File: config.mk
export PLATFORM = sky130hd
export DESIGN_NAME = edge_frame_ctrl
export DESIGN_NICKNAME = d
export VERILOG_FILES = /design/src/rtl/edge_frame_ctrl.sv
export SDC_FILE = /design/constraint.sdc
export NUM_CORES = 1
export LEC_CHECK = 0
export BUFFER_PORTS_ARGS = -buffer_cell sky130_fd_sc_hd__buf_2
export CORE_MARGIN = 4
export CORE_UTILIZATION = 55
export CTS_BUF_LIST = sky130_fd_sc_hd__clkbuf_4 sky130_fd_sc_hd__clkbuf_8 sky130_fd_sc_hd__clkbuf_16
export DETAILED_ROUTE_END_ITERATION = 12
export PLACE_DENSITY = 0.76
export REMOVE_ABC_BUFFERS = 1
export SLEW_MARGIN = 0
export SYNTH_ARGS = -nofsm -noshare
export SYNTH_HDL_FRONTEND = slang
export SYNTH_SLANG_ARGS = --single-unit
File: constraint.sdc
create_clock -name clk -period 1.9 [get_ports clk]
set_clock_uncertainty 0.05 [all_clocks]
set_input_delay 0.19 -clock clk [delete_from_list [all_inputs] [get_ports clk]]
set_output_delay 0.19 -clock clk [all_outputs]
set_load 0.02 [all_outputs]
File: src/rtl/edge_frame_ctrl.sv
// edge_frame_ctrl: frame sequencer between a raster pixel source,
// a 5x5 edge filter and a downstream sink with valid/ready.
module edge_frame_ctrl #(
  parameter int IMG_W = 640,
  parameter int IMG_H = 480
) (
  input  logic       clk,
  input  logic       rst,
  input  logic       start,
  input  logic       src_valid,
  input  logic [3:0] src_pixel,
  output logic       src_ready,
  output logic [3:0] flt_pixel,
  output logic       flt_advance,
  input  logic [3:0] flt_result,
  output logic       dst_valid,
  output logic [3:0] dst_pixel,
  output logic       dst_last,
  input  logic       dst_ready,
  output logic       busy,
  output logic       frame_done
);

  localparam int CW = $clog2(IMG_W);
  localparam int RW = $clog2(IMG_H);

  localparam logic [CW-1:0] COL_MAX  = CW'(IMG_W - 1);
  localparam logic [RW-1:0] ROW_MAX  = RW'(IMG_H - 1);
  localparam logic [CW-1:0] COL_EDGE = CW'(4);
  localparam logic [RW-1:0] ROW_EDGE = RW'(4);

  typedef enum logic [1:0] {
    S_IDLE,
    S_RUN,
    S_DRAIN
  } state_t;

  state_t          r_state;
  state_t          w_state_nxt;
  logic [CW-1:0]   r_col;
  logic [CW-1:0]   w_col_nxt;
  logic [RW-1:0]   r_row;
  logic [RW-1:0]   w_row_nxt;
  logic            r_dst_valid;
  logic            w_dv_nxt;
  logic            r_dst_last;
  logic            w_last_nxt;

  logic            w_at_end;
  logic            w_col_end;
  logic            w_interior;

  // Position of the pixel currently offered by the source.
  assign w_col_end  = (r_col == COL_MAX);
  assign w_at_end   = w_col_end && (r_row == ROW_MAX);
  // The 5x5 window is fully inside this frame only from (4,4) onward;
  // this also masks stale line-buffer data from an earlier frame.
  assign w_interior = (r_row >= ROW_EDGE) && (r_col >= COL_EDGE);

  assign flt_pixel = src_pixel;
  assign dst_pixel = flt_result;
  assign dst_valid = r_dst_valid;
  assign dst_last  = r_dst_last;

  // State, counters and output flags
  always_ff @(posedge clk) begin
    if (rst) begin
      r_state     <= S_IDLE;
      r_col       <= '0;
      r_row       <= '0;
      r_dst_valid <= 1'b0;
      r_dst_last  <= 1'b0;
    end else begin
      r_state     <= w_state_nxt;
      r_col       <= w_col_nxt;
      r_row       <= w_row_nxt;
      r_dst_valid <= w_dv_nxt;
      r_dst_last  <= w_last_nxt;
    end
  end

  // Next-state, counter stepping and handshake outputs
  always_comb begin
    w_state_nxt = r_state;
    w_col_nxt   = r_col;
    w_row_nxt   = r_row;
    // An unconsumed output stays put; a consumed one drops.
    w_dv_nxt    = r_dst_valid & ~dst_ready;
    w_last_nxt  = r_dst_last & ~dst_ready;
    src_ready   = 1'b0;
    flt_advance = 1'b0;
    frame_done  = 1'b0;
    busy        = (r_state != S_IDLE);
    unique case (r_state)
      S_IDLE: begin
        if (start) begin
          w_state_nxt = S_RUN;
          w_col_nxt   = '0;
          w_row_nxt   = '0;
        end
      end
      S_RUN: begin
        src_ready   = ~r_dst_valid | dst_ready;
        flt_advance = src_valid & src_ready;
        if (flt_advance) begin
          w_dv_nxt   = w_interior;
          w_last_nxt = w_interior & w_at_end;
          if (w_at_end) begin
            w_state_nxt = S_DRAIN;
            w_col_nxt   = '0;
            w_row_nxt   = '0;
          end else if (w_col_end) begin
            w_col_nxt = '0;
            w_row_nxt = r_row + RW'(1);
          end else begin
            w_col_nxt = r_col + CW'(1);
          end
        end
      end
      S_DRAIN: begin
        if (r_dst_valid && dst_ready && r_dst_last) begin
          frame_done  = 1'b1;
          w_state_nxt = S_IDLE;
        end
      end
      default: begin
        w_state_nxt = S_IDLE;
      end
    endcase
  end

endmodule

==> run_summary.xml, run 1 <==
<?xml version="1.0" encoding="UTF-8"?>
<metrics>
  <group name="final_layout">
    <metric name="drive_above_1_share" unit="%">24.1</metric>
    <metric name="final_nets" unit="">180</metric>
    <metric name="syn2layout_area_growth" unit="%">2.15</metric>
    <metric name="layout.cells.most_common" unit="">sky130_fd_sc_hd__nor2_1</metric>
    <metric name="commonest_cells_after_routing_fill_and_taps_aside" unit="">23 x sky130_fd_sc_hd__nor2_1, 22 x sky130_fd_sc_hd__dfxtp_1, 16 x sky130_fd_sc_hd__xnor2_1, 10 x sky130_fd_sc_hd__buf_2, 9 x sky130_fd_sc_hd__nand2_1</metric>
    <metric name="antenna-diode-count" unit="">0</metric>
    <metric name="number_of_fill_cells_in_the_layout" unit="">217</metric>
  </group>
  <group name="floorplanning">
    <metric name="std_cell_rows" unit="">18</metric>
    <metric name="die_y" unit="um">59.4</metric>
    <metric name="die_area" unit="um^2">3530</metric>
    <metric name="chipWidth" unit="um">59.4</metric>
    <metric name="core_area" unit="um^2">2500</metric>
    <metric name="io_pins" unit="">27</metric>
    <metric name="initial_core_util" unit="%">58.2</metric>
  </group>
  <group name="global_route">
    <metric name="grt_first_pass_wirelength" unit="um">4870</metric>
    <metric name="grt_pass1_vias" unit="">1115</metric>
    <metric name="grtUsageMet2" unit="%">27.9</metric>
    <metric name="grt_start_max_net_pins" unit="">22</metric>
    <metric name="use_met1" unit="%">21.8</metric>
    <metric name="global_routing_met3_resource_utilization" unit="%">5.66</metric>
    <metric name="globalRouteOverflowTotal" unit="">0</metric>
    <metric name="groute.usage.overall" unit="%">17.9</metric>
    <metric name="gr-max-usage-layer" unit="">met2</metric>
    <metric name="antenna_found_initial" unit="">0</metric>
  </group>
  <group name="pwr">
    <metric name="power.ir.vdd_worst" unit="mV">0.299</metric>
    <metric name="reg_power_share" unit="%">59.7</metric>
    <metric name="total_leakage_power" unit="nW">0.479</metric>
    <metric name="power_frac_clock" unit="%">29.0</metric>
    <metric name="combinationalPowerShare" unit="%">11.3</metric>
    <metric name="sw_frac_of_total" unit="%">27.4</metric>
    <metric name="power-per-cell-area" unit="nW/um^2">562</metric>
    <metric name="internal_power" unit="mW">0.606</metric>
    <metric name="p_switching" unit="mW">0.229</metric>
  </group>
  <group name="critical_path">
    <metric name="crit_type" unit="">reg2reg</metric>
    <metric name="worst_setup_path_start_kind" unit="">register</metric>
    <metric name="crit_required" unit="ns">2.08</metric>
    <metric name="cp_max_fo" unit="">9</metric>
    <metric name="worstSetupEndpointType" unit="">register</metric>
    <metric name="worst_ep_arrival_time" unit="ns">2.01</metric>
  </group>
  <group name="run_status">
    <metric name="status" unit="">finished clean</metric>
  </group>
  <group name="synth">
    <metric name="synthesis.area" unit="um^2">1450</metric>
    <metric name="synth_area_per_cell" unit="um^2">9.03</metric>
    <metric name="postSynthCellCount" unit="">161</metric>
    <metric name="synthesis.yosys.warnings" unit="">0</metric>
    <metric name="yosysSeqAreaShare" unit="%">31.7</metric>
    <metric name="synth_cell_types" unit="">39</metric>
    <metric name="ys_ff_latch" unit="">23</metric>
  </group>
  <group name="flow_run">
    <metric name="cap_viol_max_count" unit="">0</metric>
  </group>
  <group name="timing">
    <metric name="finalSetupViolCount" unit="">0</metric>
    <metric name="finalMaxSlewViolations" unit="">0</metric>
    <metric name="hold_violations" unit="">0</metric>
    <metric name="layout_worst_path_cycle_share" unit="%">96.4</metric>
    <metric name="tightestPinTransition" unit="ns">0.422</metric>
    <metric name="fin_tns_setup" unit="ns">0</metric>
    <metric name="clock.fmax" unit="MHz">546</metric>
    <metric name="finalHoldWorstSlack" unit="ns">0.0905</metric>
    <metric name="time_the_final_worst_path_needs_with_i_o_delays_and_setup" unit="ns">1.83</metric>
    <metric name="worst_slew_margin_rel" unit="%">71.8</metric>
  </group>
  <group name="clock_tree">
    <metric name="clockRootBuffer" unit="">sky130_fd_sc_hd__clkbuf_4</metric>
    <metric name="cts.path.max_buffers" unit="">2</metric>
    <metric name="numCtsBuffers" unit="">3</metric>
    <metric name="numClockSinks" unit="">23</metric>
    <metric name="cts_max_level" unit="">1</metric>
    <metric name="clk_pin_slew" unit="ns">0.13</metric>
    <metric name="cts_tree" unit="">built</metric>
    <metric name="cts_setup_buffers" unit="">0</metric>
    <metric name="clk_latency_worst_skew_pair" unit="ns">0.33</metric>
  </group>
  <group name="drt">
    <metric name="vias" unit="">1135</metric>
    <metric name="route.final.wire_length" unit="um">2720</metric>
    <metric name="post_drt_wl_per_cell" unit="um">14.2</metric>
    <metric name="antenna_left" unit="">0</metric>
    <metric name="detail_route.vias_per_cell" unit="">5.91</metric>
    <metric name="drt_pre_antenna_iters" unit="">4</metric>
    <metric name="drt_iter0_drc" unit="">42</metric>
    <metric name="drc" unit="">0</metric>
  </group>
  <group name="min_path">
    <metric name="worstHoldPathType" unit="">in2reg</metric>
  </group>
  <group name="placed_design">
    <metric name="hpwl" unit="um">1970</metric>
    <metric name="port_buffers" unit="">10</metric>
    <metric name="routability_driven_placement_congestion_ratio" unit="">0.765</metric>
  </group>
</metrics>
[final cells by class]
class                   count  area, um^2  area share, %
well taps                  30        37.5           2.53
clock inverters             1        7.51          0.505
inverters                   6        22.5           1.52
flip-flops and latches     23         462           31.1
repair buffers             14        82.6           5.56
clock buffers               3        22.5           1.52
multi-input cells         115         851           57.3
[state kept, by name (all words and copies together), names as in the netlist]
| register | cells |
|---|---|
| dst_last | 1 |
| r_state | 2 |
| r_row | 9 |
| r_col | 10 |
| dst_valid | 1 |
[routing by layer]
layer / share of wire, % / vias to the layer above
met5: 0 / -
met4: 2.9 / 0
met3: 5.8 / 9
met2: 47 / 42
met1: 44 / 528
li1: - / 556
[per-stage QoR]
stage	cells	util, %	power [mW]	setup WS [ns]	area, um^2
floorplan	144	-	0.572	0.0479	1330
global placement	187	57.7	0.597	0.161	1440
detailed placement	187	57.7	0.600	0.0939	1440
CTS	191	58.9	0.841	0.0533	1470
global route	192	59.4	0.878	-0.0213	1490
finish	192	59.4	0.835	0.0688	1490
[final timing paths]
kind	from	endpoint	slack (ns)	depth (start not counted)
worst min-delay path	start	r_state[0]	0.09	3
worst max-delay path	r_col[0]	r_row[5]	0.07	6
worst min register to register	r_col[1]	r_col[1]	0.48	2
worst max register to register	r_col[0]	r_row[5]	0.07	6
[cell families (layout without fill, tap and decap cells)]
group	count (synthesis)	in the layout	synth area share, %
XOR/XNOR	16	16	9.64
multiplexers	1	1	0.688
adder cells (fa/ha/maj)	4	4	3.44
buffers and inverters	23	24	9.98
AO/OA/AOI/OAI	11	11	6.71
AND/OR/NAND/NOR	83	83	37.9
flip-flops	23	23	31.7
[power groups by stage]
stage          logic (mW)  registers (mW)  clock network [mW]
2_1_floorplan      0.0651           0.507                   0
3_3_place_gp       0.0888           0.509                   0
3_5_place_dp       0.0911           0.509                   0
4_1_cts            0.0915           0.498               0.252
5_1_grt             0.104           0.501               0.274
6_report           0.0945           0.499               0.242
[what timing repair did]
item / CTS / global route
setup endpoints to repair: 0 / 3
hold buffers: 0 / 1
gates resized for setup: 0 / 2
endpoints found under the hold margin: 0 / 1
[critical path, stage by stage, from the launching register on]
cell                       delay [ns]
sky130_fd_sc_hd__dfxtp_1         0.41
sky130_fd_sc_hd__ha_1            0.23
sky130_fd_sc_hd__and4bb_4        0.28
sky130_fd_sc_hd__nand3_1         0.10
sky130_fd_sc_hd__nor3_1          0.26
sky130_fd_sc_hd__a31o_2          0.34
sky130_fd_sc_hd__nor2_1          0.08
[cells in the mapped netlist]
| cell type | instances | share of area (%) |
|---|---|---|
| sky130_fd_sc_hd__nor4b_2 | 2 | 2.1 |
| sky130_fd_sc_hd__and4bb_2 | 1 | 0.86 |
| sky130_fd_sc_hd__inv_1 | 6 | 1.5 |
| sky130_fd_sc_hd__nor2_1 | 23 | 5.9 |
| sky130_fd_sc_hd__nor2b_2 | 1 | 0.60 |
| sky130_fd_sc_hd__a31o_2 | 1 | 0.60 |
| sky130_fd_sc_hd__mux2i_1 | 1 | 0.69 |
| sky130_fd_sc_hd__and3_1 | 2 | 0.86 |
| sky130_fd_sc_hd__nor4b_1 | 2 | 1.2 |
| sky130_fd_sc_hd__nor3_2 | 1 | 0.69 |
| sky130_fd_sc_hd__xnor2_1 | 16 | 9.6 |
| sky130_fd_sc_hd__nand4b_1 | 1 | 0.60 |
| sky130_fd_sc_hd__nand2_1 | 9 | 2.3 |
| sky130_fd_sc_hd__o21ai_0 | 1 | 0.34 |
| sky130_fd_sc_hd__nor4_4 | 1 | 1.5 |
| sky130_fd_sc_hd__a31oi_4 | 2 | 2.9 |
| sky130_fd_sc_hd__nor2b_1 | 1 | 0.43 |
| sky130_fd_sc_hd__a21oi_1 | 5 | 1.7 |
| sky130_fd_sc_hd__and4_1 | 1 | 0.60 |
| sky130_fd_sc_hd__nor3b_2 | 1 | 0.86 |
| sky130_fd_sc_hd__or2_1 | 1 | 0.43 |
| sky130_fd_sc_hd__nor3_1 | 4 | 1.4 |
| sky130_fd_sc_hd__ha_1 | 4 | 3.4 |
| sky130_fd_sc_hd__buf_6 | 2 | 1.5 |
| sky130_fd_sc_hd__nor4_1 | 4 | 1.7 |
| sky130_fd_sc_hd__a31o_1 | 1 | 0.60 |
| sky130_fd_sc_hd__and4bb_4 | 1 | 1.1 |
| sky130_fd_sc_hd__and2_1 | 1 | 0.43 |
| sky130_fd_sc_hd__nand4_1 | 5 | 2.2 |
| sky130_fd_sc_hd__nor4_2 | 7 | 6.0 |
| sky130_fd_sc_hd__nand2b_4 | 1 | 0.95 |
| sky130_fd_sc_hd__nand3_1 | 8 | 2.8 |
| sky130_fd_sc_hd__nor3b_1 | 3 | 1.5 |
| sky130_fd_sc_hd__buf_2 | 5 | 1.7 |
| sky130_fd_sc_hd__a21o_1 | 1 | 0.52 |
| sky130_fd_sc_hd__nor2_2 | 1 | 0.43 |
| sky130_fd_sc_hd__dfxtp_1 | 23 | 32 |
| sky130_fd_sc_hd__buf_4 | 10 | 5.2 |
| sky130_fd_sc_hd__nand2b_1 | 1 | 0.43 |
Power figures use the tool's default switching activity.
==> run 2: changes to the inputs <==
Settings changed: MAX_ROUTING_LAYER from default to met4.
==> run 2 against run 1 <==
Routed wire length up 0.55%. Sequential power hardly changed. Register-to-register slack hardly changed. Final area did not move. Critical path depth did not move. Utilization did not move.
==> run_summary.xml, run 2 (same netlist as run 1, synthesis figures left out) <==
<?xml version="1.0" encoding="UTF-8"?>
<metrics>
  <group name="run_status">
    <metric name="status" unit="">finished clean</metric>
  </group>
  <group name="timing">
    <metric name="clock.fmax" unit="MHz">544</metric>
    <metric name="tightestPinTransition" unit="ns">0.416</metric>
    <metric name="hold_violations" unit="">0</metric>
    <metric name="finalMaxSlewViolations" unit="">0</metric>
    <metric name="finalSetupViolCount" unit="">0</metric>
    <metric name="finalHoldWorstSlack" unit="ns">0.0944</metric>
    <metric name="layout_worst_path_cycle_share" unit="%">96.7</metric>
    <metric name="fin_tns_setup" unit="ns">0</metric>
    <metric name="post-route-worst-setup-slack" unit="ns">0.0618</metric>
    <metric name="worst_slew_margin_rel" unit="%">72.2</metric>
    <metric name="time_the_final_worst_path_needs_with_i_o_delays_and_setup" unit="ns">1.84</metric>
  </group>
  <group name="drt">
    <metric name="drt_iter0_drc" unit="">37</metric>
    <metric name="route.final.wire_length" unit="um">2730</metric>
    <metric name="vias" unit="">1135</metric>
    <metric name="post_drt_wl_per_cell" unit="um">14.2</metric>
    <metric name="drc" unit="">0</metric>
    <metric name="drt_pre_antenna_iters" unit="">5</metric>
    <metric name="antenna_left" unit="">0</metric>
    <metric name="detail_route.vias_per_cell" unit="">5.91</metric>
  </group>
  <group name="floorplanning">
    <metric name="die_y" unit="um">59.4</metric>
    <metric name="core_area" unit="um^2">2500</metric>
    <metric name="chipWidth" unit="um">59.4</metric>
    <metric name="die_area" unit="um^2">3530</metric>
    <metric name="initial_core_util" unit="%">58.2</metric>
    <metric name="std_cell_rows" unit="">18</metric>
    <metric name="io_pins" unit="">27</metric>
  </group>
  <group name="final_layout">
    <metric name="flip_flop_count_of_the_largest_register_all_copies_and_words_added" unit="">10</metric>
    <metric name="layout.cells.most_common" unit="">sky130_fd_sc_hd__nor2_1</metric>
    <metric name="largest_registers" unit="">r_col: 10 flops, r_row: 9 flops, r_state: 2 flops</metric>
    <metric name="antenna-diode-count" unit="">0</metric>
    <metric name="commonest_cells_after_routing_fill_and_taps_aside" unit="">23 x sky130_fd_sc_hd__nor2_1, 22 x sky130_fd_sc_hd__dfxtp_1, 16 x sky130_fd_sc_hd__xnor2_1, 10 x sky130_fd_sc_hd__buf_2, 9 x sky130_fd_sc_hd__nand2_1</metric>
    <metric name="final_nets" unit="">180</metric>
    <metric name="largest-register" unit="">r_col</metric>
    <metric name="syn2layout_area_growth" unit="%">2.15</metric>
    <metric name="drive_above_1_share" unit="%">24.1</metric>
    <metric name="fin_util" unit="%">59.4</metric>
    <metric name="layout.cell_area.non_filler" unit="um^2">1490</metric>
  </group>
  <group name="clock_tree">
    <metric name="numClockSinks" unit="">23</metric>
    <metric name="cts_max_level" unit="">1</metric>
    <metric name="clk_pin_slew" unit="ns">0.14</metric>
    <metric name="clockRootBuffer" unit="">sky130_fd_sc_hd__clkbuf_4</metric>
    <metric name="clk_latency_worst_skew_pair" unit="ns">0.32</metric>
    <metric name="cts.path.max_buffers" unit="">2</metric>
    <metric name="numCtsBuffers" unit="">3</metric>
    <metric name="cts_tree" unit="">built</metric>
  </group>
  <group name="critical_path">
    <metric name="worst_setup_path_start_kind" unit="">register</metric>
    <metric name="cp_top_family" unit="">simple AND/OR/NAND/NOR gates</metric>
    <metric name="cp_max_fo" unit="">9</metric>
    <metric name="worstSetupEndpointType" unit="">register</metric>
    <metric name="timing.critical_path.buf_inv" unit="">0</metric>
    <metric name="crit_required" unit="ns">2.08</metric>
    <metric name="crit_slowest_cell" unit="">sky130_fd_sc_hd__dfxtp_1</metric>
    <metric name="crit_type" unit="">reg2reg</metric>
    <metric name="worst_path_largest_cell_delay" unit="ns">0.41</metric>
    <metric name="worst_ep_arrival_time" unit="ns">2.02</metric>
    <metric name="path_cells" unit="">ha_1 -&gt; and4bb_4 -&gt; nand3_1 -&gt; nor3_1 -&gt; a31o_2 -&gt; nor2_1</metric>
  </group>
  <group name="pwr">
    <metric name="power-per-cell-area" unit="nW/um^2">562</metric>
    <metric name="power.ir.vdd_worst" unit="mV">0.299</metric>
    <metric name="total_leakage_power" unit="nW">0.479</metric>
  </group>
  <group name="global_route">
    <metric name="groute.usage.overall" unit="%">18.4</metric>
    <metric name="globalRouteOverflowTotal" unit="">0</metric>
    <metric name="grt_pass1_vias" unit="">1113</metric>
    <metric name="grt_first_pass_wirelength" unit="um">4890</metric>
    <metric name="antenna_found_initial" unit="">0</metric>
    <metric name="grt_start_max_net_pins" unit="">22</metric>
  </group>
  <group name="placed_design">
    <metric name="setup_slack_after_placement" unit="ns">0.0939</metric>
    <metric name="hpwl" unit="um">1970</metric>
    <metric name="port_buffers" unit="">10</metric>
    <metric name="placed_area" unit="um^2">1440</metric>
    <metric name="routability_driven_placement_congestion_ratio" unit="">0.775</metric>
  </group>
  <group name="flow_run">
    <metric name="cap_viol_max_count" unit="">0</metric>
  </group>
  <group name="min_path">
    <metric name="worstHoldPathType" unit="">in2reg</metric>
  </group>
</metrics>
## run 2: cell counts in the layout (fill, tap and decap cells not counted)
Identical to the previous run, type by type.
## run 2: area by class of cell
type                    count  area [um^2]
well taps                  30         37.5
fillers                   217         1010
inverters                   6         22.5
clock buffers               3         22.5
clock inverters             1         7.51
flip-flops and latches     23          462
repair buffers             14         82.6
multi-input cells         115          851
## run 2: routing by layer
metal	vias up	part of all wire (%)	global-route usage, %
met5	-	0	-
met4	0	2.5	9.06
met3	7	6.5	5.66
met1	528	44	21.8
met2	46	47	27.9
li1	554	-	-
## run 2: worst paths after layout
path / cells after the start / slack, ns / from / to
worst max-delay path: 6 / 0.06 / r_col[0] / r_row[5]
worst max register to register: 6 / 0.06 / r_col[0] / r_row[5]
worst min register to register: 2 / 0.48 / r_col[1] / r_col[1]
worst min-delay path: 3 / 0.09 / start / r_state[0]
## run 2: stage by stage
stage,total power [mW],cells
6_report,0.834,192
5_1_grt,0.878,192
4_1_cts,0.841,191
3_5_place_dp,0.600,187
3_3_place_gp,0.597,187
2_1_floorplan,0.572,144
## run 2: where the power goes
| part | total, mW | switching, mW | internal (mW) |
|---|---|---|---|
| sequential | 0.499 | 0.00931 | 0.489 |
| clock | 0.241 | 0.161 | 0.0806 |
| combinational | 0.0943 | 0.0582 | 0.0361 |
## run 2: worst reg2reg max path, stage by stage (launching register included)
cell and delay, ns:
sky130_fd_sc_hd__dfxtp_1 0.41, sky130_fd_sc_hd__ha_1 0.23, sky130_fd_sc_hd__and4bb_4 0.28, sky130_fd_sc_hd__nand3_1 0.10
sky130_fd_sc_hd__nor3_1 0.26, sky130_fd_sc_hd__a31o_2 0.34, sky130_fd_sc_hd__nor2_1 0.08
## run 2: timing repair
item                                   4_1_cts  5_1_grt
hold buffers                                 0        1
buffers inserted                             0        0
resized for setup                            0        2
setup endpoints to repair                    0        3
endpoints found under the hold margin        0        1
